--- src/rtl/gdb_rsp_tx.sv ---
// GDB remote-serial-protocol packet framer: buffers a raw payload, emits
// $<escaped payload>#<checksum>, and optionally retransmits until acknowledged.
module gdb_rsp_tx #(
    parameter int BUF_DEPTH   = 256,
    parameter bit ACK_EN      = 1'b1,
    parameter int ACK_TIMEOUT = 1000,
    parameter int MAX_RETRY   = 3
) (
    input  logic       clk,
    input  logic       rst,
    input  logic       pld_vld,
    output logic       pld_rdy,
    input  logic [7:0] pld_dat,
    input  logic       pld_lst,
    input  logic       pld_emp,
    output logic       tx_vld,
    input  logic       tx_rdy,
    output logic [7:0] tx_dat,
    input  logic       ack_vld,
    input  logic [7:0] ack_dat,
    output logic       busy,
    output logic       err_ovf,
    output logic       err_nak
);

    localparam int IDX_W = $clog2(BUF_DEPTH);
    localparam int LEN_W = IDX_W + 1;
    localparam int TMR_W = $clog2(ACK_TIMEOUT + 1);
    localparam int RTY_W = (MAX_RETRY < 1) ? 1 : $clog2(MAX_RETRY + 1);

    typedef enum logic [3:0] {
        S_IDLE, S_LOAD, S_SOF, S_DATA, S_ESC, S_HASH, S_CKH, S_CKL, S_WAIT
    } state_t;

    state_t             state_q, state_d;
    logic [LEN_W-1:0]   len_q, len_d;
    logic [LEN_W-1:0]   idx_q, idx_d;
    logic [7:0]         csum_q, csum_d;
    logic [TMR_W-1:0]   timer_q, timer_d;
    logic [RTY_W-1:0]   retry_q, retry_d;
    logic               err_ovf_q, err_ovf_d;
    logic               err_nak_q, err_nak_d;

    logic [7:0]         mem_q [BUF_DEPTH];
    logic               mem_we;
    logic [IDX_W-1:0]   mem_wa;
    logic [7:0]         mem_wd;

    logic               pld_fire;
    logic [7:0]         cur_byte;
    logic               cur_special;
    logic [LEN_W-1:0]   idx_inc;
    logic               last_byte;
    logic [TMR_W-1:0]   timer_inc;
    logic               ack_plus;
    logic               retry_due;
    logic               retry_exhausted;

    function automatic logic is_special(input logic [7:0] b);
        return (b == 8'h23) || (b == 8'h24) || (b == 8'h7d) || (b == 8'h2a);
    endfunction

    function automatic logic [7:0] hex_char(input logic [3:0] n);
        return (n < 4'd10) ? (8'h30 + {4'h0, n}) : (8'h57 + {4'h0, n});
    endfunction

    assign pld_fire        = pld_vld & pld_rdy;
    assign cur_byte        = mem_q[idx_q[IDX_W-1:0]];
    assign cur_special     = is_special(cur_byte);
    assign idx_inc         = idx_q + LEN_W'(1);
    assign last_byte       = (idx_inc == len_q);
    assign timer_inc       = timer_q + TMR_W'(1);
    assign ack_plus        = ack_vld && (ack_dat == 8'h2b);
    assign retry_due       = (ack_vld && (ack_dat == 8'h2d)) || (timer_inc == TMR_W'(ACK_TIMEOUT));
    assign retry_exhausted = (retry_q == RTY_W'(MAX_RETRY));

    always_ff @(posedge clk or posedge rst) begin
        if (rst) begin
            state_q   <= S_IDLE;
            len_q     <= '0;
            idx_q     <= '0;
            csum_q    <= '0;
            timer_q   <= '0;
            retry_q   <= '0;
            err_ovf_q <= 1'b0;
            err_nak_q <= 1'b0;
        end else begin
            state_q   <= state_d;
            len_q     <= len_d;
            idx_q     <= idx_d;
            csum_q    <= csum_d;
            timer_q   <= timer_d;
            retry_q   <= retry_d;
            err_ovf_q <= err_ovf_d;
            err_nak_q <= err_nak_d;
        end
    end

    // Payload storage needs no reset: len_q alone says which bytes are valid.
    always_ff @(posedge clk) begin
        if (mem_we) mem_q[mem_wa] <= mem_wd;
    end

    always_comb begin
        state_d = state_q;
        case (state_q)
            S_IDLE: if (pld_fire) state_d = pld_lst ? S_SOF : S_LOAD;
            S_LOAD: if (pld_fire && pld_lst) state_d = S_SOF;
            S_SOF:  if (tx_rdy) state_d = (len_q == '0) ? S_HASH : S_DATA;
            S_DATA: if (tx_rdy) state_d = cur_special ? S_ESC : (last_byte ? S_HASH : S_DATA);
            S_ESC:  if (tx_rdy) state_d = last_byte ? S_HASH : S_DATA;
            S_HASH: if (tx_rdy) state_d = S_CKH;
            S_CKH:  if (tx_rdy) state_d = S_CKL;
            S_CKL:  if (tx_rdy) state_d = ACK_EN ? S_WAIT : S_IDLE;
            S_WAIT: begin
                if (ack_plus)       state_d = S_IDLE;
                else if (retry_due) state_d = retry_exhausted ? S_IDLE : S_SOF;
            end
            default: state_d = S_IDLE;
        endcase
    end

    always_comb begin
        pld_rdy = 1'b0;
        tx_vld  = 1'b0;
        tx_dat  = 8'h00;
        case (state_q)
            S_IDLE, S_LOAD: pld_rdy = !rst;
            S_SOF:  begin tx_vld = 1'b1; tx_dat = 8'h24; end
            S_DATA: begin tx_vld = 1'b1; tx_dat = cur_special ? 8'h7d : cur_byte; end
            S_ESC:  begin tx_vld = 1'b1; tx_dat = cur_byte ^ 8'h20; end
            S_HASH: begin tx_vld = 1'b1; tx_dat = 8'h23; end
            S_CKH:  begin tx_vld = 1'b1; tx_dat = hex_char(csum_q[7:4]); end
            S_CKL:  begin tx_vld = 1'b1; tx_dat = hex_char(csum_q[3:0]); end
            default: ;
        endcase
        busy    = (state_q != S_IDLE);
        err_ovf = err_ovf_q;
        err_nak = err_nak_q;
    end

    // The checksum restarts at every '$' so a retransmission recomputes it from the buffer.
    always_comb begin
        len_d     = len_q;
        idx_d     = idx_q;
        csum_d    = csum_q;
        timer_d   = timer_q;
        retry_d   = retry_q;
        err_ovf_d = err_ovf_q;
        err_nak_d = 1'b0;
        mem_we    = 1'b0;
        mem_wa    = len_q[IDX_W-1:0];
        mem_wd    = pld_dat;
        case (state_q)
            S_IDLE: if (pld_fire) begin
                err_ovf_d = 1'b0;
                csum_d    = '0;
                mem_wa    = '0;
                mem_we    = !pld_emp;
                len_d     = pld_emp ? '0 : LEN_W'(1);
            end
            S_LOAD: if (pld_fire && !pld_emp) begin
                if (len_q == LEN_W'(BUF_DEPTH)) begin
                    err_ovf_d = 1'b1;
                end else begin
                    mem_we = 1'b1;
                    len_d  = len_q + LEN_W'(1);
                end
            end
            S_SOF: if (tx_rdy) begin
                idx_d  = '0;
                csum_d = '0;
            end
            S_DATA: if (tx_rdy) begin
                csum_d = csum_q + tx_dat;
                if (!cur_special) idx_d = idx_inc;
            end
            S_ESC: if (tx_rdy) begin
                csum_d = csum_q + tx_dat;
                idx_d  = idx_inc;
            end
            S_CKL: if (tx_rdy) timer_d = '0;
            S_WAIT: begin
                timer_d = timer_inc;
                if (ack_plus) begin
                    retry_d = '0;
                end else if (retry_due) begin
                    if (retry_exhausted) begin
                        retry_d   = '0;
                        err_nak_d = 1'b1;
                    end else begin
                        retry_d = retry_q + RTY_W'(1);
                    end
                end
            end
            default: ;
        endcase
    end

endmodule

--- config.mk ---
export PLATFORM = sky130hd
export DESIGN_NAME = gdb_rsp_tx
export DESIGN_NICKNAME = d
export VERILOG_FILES = /design/src/rtl/gdb_rsp_tx.sv
export SDC_FILE = /design/constraint.sdc
export NUM_CORES = 2
export LEC_CHECK = 0
export CAP_MARGIN = 0
export CELL_PAD_IN_SITES_DETAIL_PLACEMENT = 0
export CELL_PAD_IN_SITES_GLOBAL_PLACEMENT = 2
export CORE_MARGIN = 4
export CORE_UTILIZATION = 25
export DETAILED_ROUTE_END_ITERATION = 8
export PLACE_DENSITY = 0.56
export SLEW_MARGIN = 5
export SYNTH_ARGS = -nofsm -noshare
export SYNTH_HDL_FRONTEND = slang
export SYNTH_SLANG_ARGS = --single-unit
--- constraint.sdc ---
create_clock -name clk -period 10.69 [get_ports clk]
set_clock_uncertainty 0.1 [all_clocks]
set_input_delay 2.6725 -clock clk [delete_from_list [all_inputs] [get_ports clk]]
set_output_delay 2.6725 -clock clk [all_outputs]
set_load 0.05 [all_outputs]
Word level (Yosys, flattened, before mapping) --
Memories as Yosys holds them, arrays and structs flattened. Cells that the tools add are included.
Cells by class: add/sub/neg operators 9, order comparisons 2, reduce and logical (&&, ||, !) cells 28, eq/ne operators 32, muxes and demuxes 57, bitwise operators 2
Operators with widths (number):
- $mux W8 | 8
- $mux W9 | 7
- $pmux W8 S6 | 1
- $mux W4 | 11
- $eq A8 B6 Y1 const B | 5
- $pmux W4 S9 | 1
- $pmux W9 S3 | 1
- $ne A2 B2 Y1 const B | 12
- $pmux W8 S3 | 1
- $pmux W10 S2 | 1
- $add A9 B1 Y9 const B | 2
- $pmux W9 S2 | 1
- $add A7 B4 Y8 const A | 2
- $eq A4 B3 Y1 const B | 4
- $mux W1 | 15
- $add A6 B4 Y7 const A | 2
- $reduce_and A4 Y1 | 3
- $add A10 B1 Y10 const B | 1
- $eq A10 B10 Y1 const B | 1
- $mux W10 | 1
- $mux W2 | 5
- $eq A9 B9 Y1 | 1
- $eq A9 B9 Y1 const B | 1
- $logic_not A9 Y1 | 1
- 26 further kinds | 42
Storage, ports and cells: memories kept 1, output and inout bits 13, memory bits (writable) 2048, logic and storage cells 139, flip-flop bits (word level) 44
Memories:
- mem_q | words 256, bits a word 8, rd ports 1, clocked after Yosys merged registers in 0, wr ports 1, RTL line 44 | logic [7:0] mem_q [BUF_DEPTH];

Depth between registers and ports, before layout --
An unclocked memory read counts as a cell.
depth after elaboration 10, depth in mapped cells 30, depth with buffers taken out 22

Worst setup path after synthesis --
OpenSTA, ideal clock, no wires.
path type register to output, from register idx_q[0], to output tx_dat[5], stages on the path, launching flop included 14, buffers on the path 6, required time 7917 ps, arrival 4191 ps, path slack 3727 ps, cell sequence dfrtp_1 buf_6 buf_8 buf_12 buf_6 buf_6 buf_4 mux4_2 mux4_2 o21ai_0 a21o_1 mux4_2 o21ai_0 a221oi_1
On the way: longest elaborated chain between the ends 7
Ends and longest elaborated chain:
- start, declared | RTL line 37 | logic [LEN_W-1:0] idx_q, idx_d;
- start signal, assigned | RTL line 90 | idx_q <= idx_d;
- $mem_v2 Z256 W8 (*)
- $eq A8 B6 Y1 | RTL line 60 | return (b == 8'h23) || (b == 8'h24) || (b == 8'h7d) || (b == 8'h2a);
- $logic_or A1 B1 Y1 (3 in series) | RTL line 60
- $mux W8 | RTL line 130 | S_DATA: begin tx_vld = 1'b1; tx_dat = cur_special ? 8'h7d : cur_byte; end
- $pmux W8 S6 (*) | RTL line 127 | case (state_q)
- end, declared | RTL line 18 | output logic [7:0] tx_dat,
Every way passes the cells marked *; elsewhere a longest branch is shown, timed or not.

Worst setup path in the final report --
from register idx_q[0], to output tx_dat[1]
The elaborated chain is that of the path after synthesis.

==> results.json <==
{
  "outcome": "finished, final reports clean",
  "cts.path.max_buffers": 3,
  "synth-seq-cells": 2092,
  "grt.total_usage_pct": 14.5,
  "nNetsFinal": 4337,
  "die_x_um": 585,
  "worst_slew_pin_slew_ns": 1.32,
  "start_util_pct": 25.2,
  "wl_per_cell_um": 28.6,
  "synth_nets": 4201,
  "dr.pass1.iters": 7,
  "route.detailed.drc": 0,
  "r2r_cells": 24,
  "max_slew_margin_pct": 11.7,
  "antenna_found_initial": 17,
  "final_antenna_net_count": 0,
  "grt_max_degree": 185,
  "required_ns": 7.92,
  "ctsHoldBuffers": 0,
  "die_y_um": 585,
  "coreArea_um2": 331000,
  "setup-tns-final_ns": 0,
  "grt_pass1_vias": 42588,
  "place_congestion": 0.791,
  "synth-edff-count": 2048,
  "cts_made_buffers": 219,
  "critPathMaxFanout": 44,
  "endpoint_kind": "primary output",
  "leakage_nw": 28.6,
  "cts.sinks": 2092,
  "cap_violations": 0,
  "yosysTopAreaCellShare_pct": 73.8,
  "syn_area_um2": 83300,
  "rsz0062_at_grt": "no",
  "hold_depth": 1,
  "synth_top_area_cell": "edfxtp_1",
  "cts.repair.resized": 0,
  "grt_pass1_wl_mm": 352,
  "root_buffer": "clkbuf_16",
  "fmax_mhz": 104,
  "synth_ff_type": "edfxtp_1",
  "hp-class": "register to register",
  "path_cells": "buf_12 > buf_4 > mux4_2 > a22o_1 > o21ai_1 > o41ai_1 > a211oi_1 > nand4_1 > and3_1 > o211ai_2 > a31oi_4 > a21oi_2 > o2bb2ai_1 > clkdlybuf4s50_1",
  "reg2reg_slack_ns": 3.51,
  "num_rows": 211,
  "utilization_pct": 28.9,
  "routed_wl_mm": 253,
  "via_count": 42157,
  "syn_area_per_cell_um2": 20.0,
  "synth_cell_types": 87,
  "arrival_ns": 6.88,
  "clock_latency_ns": 0.88,
  "finalSetupViolCount": 0,
  "async_flop_share_pct": 2.10,
  "fillers": 32552,
  "area_growth_pct": 15.0,
  "netlist_top_cells_area": "edfxtp_1, mux4_2, mux2i_1",
  "layout_min_cycle_time_ns": 9.65,
  "h-tree-depth": 4,
  "cp_slowest_cell": "dfrtp_4",
  "finalMaxSlewViolations": 0,
  "num_io_pins": 36,
  "p_per_area_nw_per_um2": 223,
  "drive_above_1_share_pct": 22.0,
  "place_hpwl_mm": 154,
  "min_period_over_period_pct": 90.3,
  "path_delay_family": "compound AO/OA/AOI/OAI gates",
  "cp.depth": 14,
  "startpoint_type": "register",
  "cts_tree": "done",
  "worstSetupPathType": "register to primary output",
  "crit_path_max_incr_delay_ns": 0.90,
  "dr.first_iter.drc_count": 4490,
  "yosys_warnings": 0,
  "peakVddDrop_uv": 176,
  "port_buffers": 35,
  "grt.overflow.total": 0,
  "yosysSeqAreaShare_pct": 75.1,
  "postCtsSetupRepairBufs": 0,
  "path_clk_slew_ns": 0.06,
  "die_area_um2": 343000,
  "viasPerCell": 4.77,
  "cp.buffers_inverters": 3,
  "syn_inst": 4163,
  "hold_viol": 0
}
==> kinds of logic after synthesis <==
| group | count (synthesis) | share of synthesized area (%) |
|---|---|---|
| adder cells (fa/ha/maj) | 15 | 0.234 |
| multiplexers | 645 | 15.3 |
| buffers and inverters | 272 | 1.95 |
| AO/OA/AOI/OAI | 391 | 3.37 |
| AND/OR/NAND/NOR | 720 | 3.71 |
| flip-flops | 2092 | 75.1 |
| XOR/XNOR | 28 | 0.294 |
==> final timing paths <==
kind | startpoint | endpoint
setup / recovery | idx_q[0] | tx_dat[1]
hold / removal | timer_q[8] | timer_q[8]
setup reg to reg | idx_q[0] | csum_q[7]
hold reg to reg | timer_q[8] | timer_q[8]
max in group asynchronous | rst | idx_q[0]
min in group asynchronous | rst | retry_q[1]
==> Yosys cell counts, drive strengths merged (12+ instances only) <==
library cell,number
a21oi,61
a221oi,17
a22o,17
a22oi,43
a31oi,17
a32oi,19
and2,12
buf,146
clkbuf,99
dfrtp,44
edfxtp,2048
ha,14
inv,24
mux2,19
mux2i,131
mux4,495
nand2,221
nand2b,15
nand3,42
nand4,14
nor2,330
nor2b,20
nor3,20
o211ai,13
o21ai,60
o221ai,29
o22ai,31
xnor2,19
==> report_power, final <==
| group | leakage [nW] | switching (W) | internal, W |
|---|---|---|---|
| Sequential | 19.0 | 0.000189 | 0.00906 |
| Clock | 3.31 | 0.00325 | 0.00408 |
| Combinational | 6.26 | 0.00273 | 0.00204 |
| Total | 28.6 | 0.00617 | 0.0152 |
==> layout by cell type, fill, tap and decap left out, types with 17 or more instances in the layout <==
| cell type | count |
|---|---|
| mux2_2 | 18 |
| dfrtp_1 | 38 |
| nor3_1 | 19 |
| mux4_1 | 17 |
| clkbuf_16 | 221 |
| nor2_1 | 326 |
| buf_4 | 104 |
| clkinv_2 | 41 |
| clkinv_1 | 45 |
| a22oi_1 | 43 |
| nand2_1 | 207 |
| mux2i_1 | 131 |
| clkbuf_1 | 56 |
| a21oi_1 | 58 |
| clkdlybuf4s50_1 | 27 |
| nand3_1 | 38 |
| o22ai_1 | 31 |
| inv_1 | 21 |
| mux4_2 | 478 |
| a32oi_1 | 19 |
| a22o_1 | 17 |
| o21ai_0 | 57 |
| edfxtp_1 | 2048 |
| o221ai_1 | 28 |
| xnor2_1 | 19 |
| buf_12 | 19 |
==> through the flow <==
| step | cell area [um2] | instances | setup WS, ns | hold WS [ns] | total power, W |
|---|---|---|---|---|---|
| global route | 95800 | 8844 | 0.752 | 0.411 | 0.0222 |
| global placement | 88900 | 8442 | 1.49 | 0.380 | 0.0143 |
| detailed placement | 89000 | 8444 | 1.91 | 0.383 | 0.0143 |
| floorplan | 83300 | 4163 | 3.73 | 0.354 | 0.0127 |
| CTS | 95800 | 8843 | 0.941 | 0.391 | 0.0216 |
| finish | 95800 | 8845 | 1.04 | 0.391 | 0.0213 |
==> registers in the layout, indices dropped and copies added, names as in the netlist <==
name and cells:
csum_q 8, err_nak 1, err_ovf 1, idx_q 9
len_q 9, mem_q 2048, retry_q 2, state_q 4
timer_q 10
==> worst register-to-register path: cells and delay by family (launching register included) <==
family                   cells  cell delay [ns]
XOR/XNOR                     1             0.22
multiplexers                 1             0.57
flip-flops                   1             0.90
AND/OR/NAND/NOR              3             0.65
adder cells (fa/ha/maj)      1             0.30
buffers and inverters        2             1.02
AO/OA/AOI/OAI               16             3.31
==> layer usage <==
layer	wire length, um	GRT usage (%)	part of all wire [%]	up-vias
li1	-	-	-	17438
met1	113000	20.8	45	22991
met2	117000	22.6	46	1406
met3	16100	2.60	6.4	320
met4	6490	3.90	2.6	2
met5	13	0	0.0051	-
==> cell type report <==
cell class | count | area, um2 | area share [%]
flip-flops and latches | 2092 | 62600 | 65.4
multi-input cells | 1799 | 19200 | 20.1
clock buffers | 278 | 5750 | 6.01
well taps | 4366 | 5460 | 5.70
repair buffers | 160 | 1550 | 1.62
clock inverters | 121 | 1070 | 1.11
inverters | 27 | 106 | 0.111
diodes | 2 | 5.00 | 0.00523
Note: power is estimated with default switching activity, not from simulation.
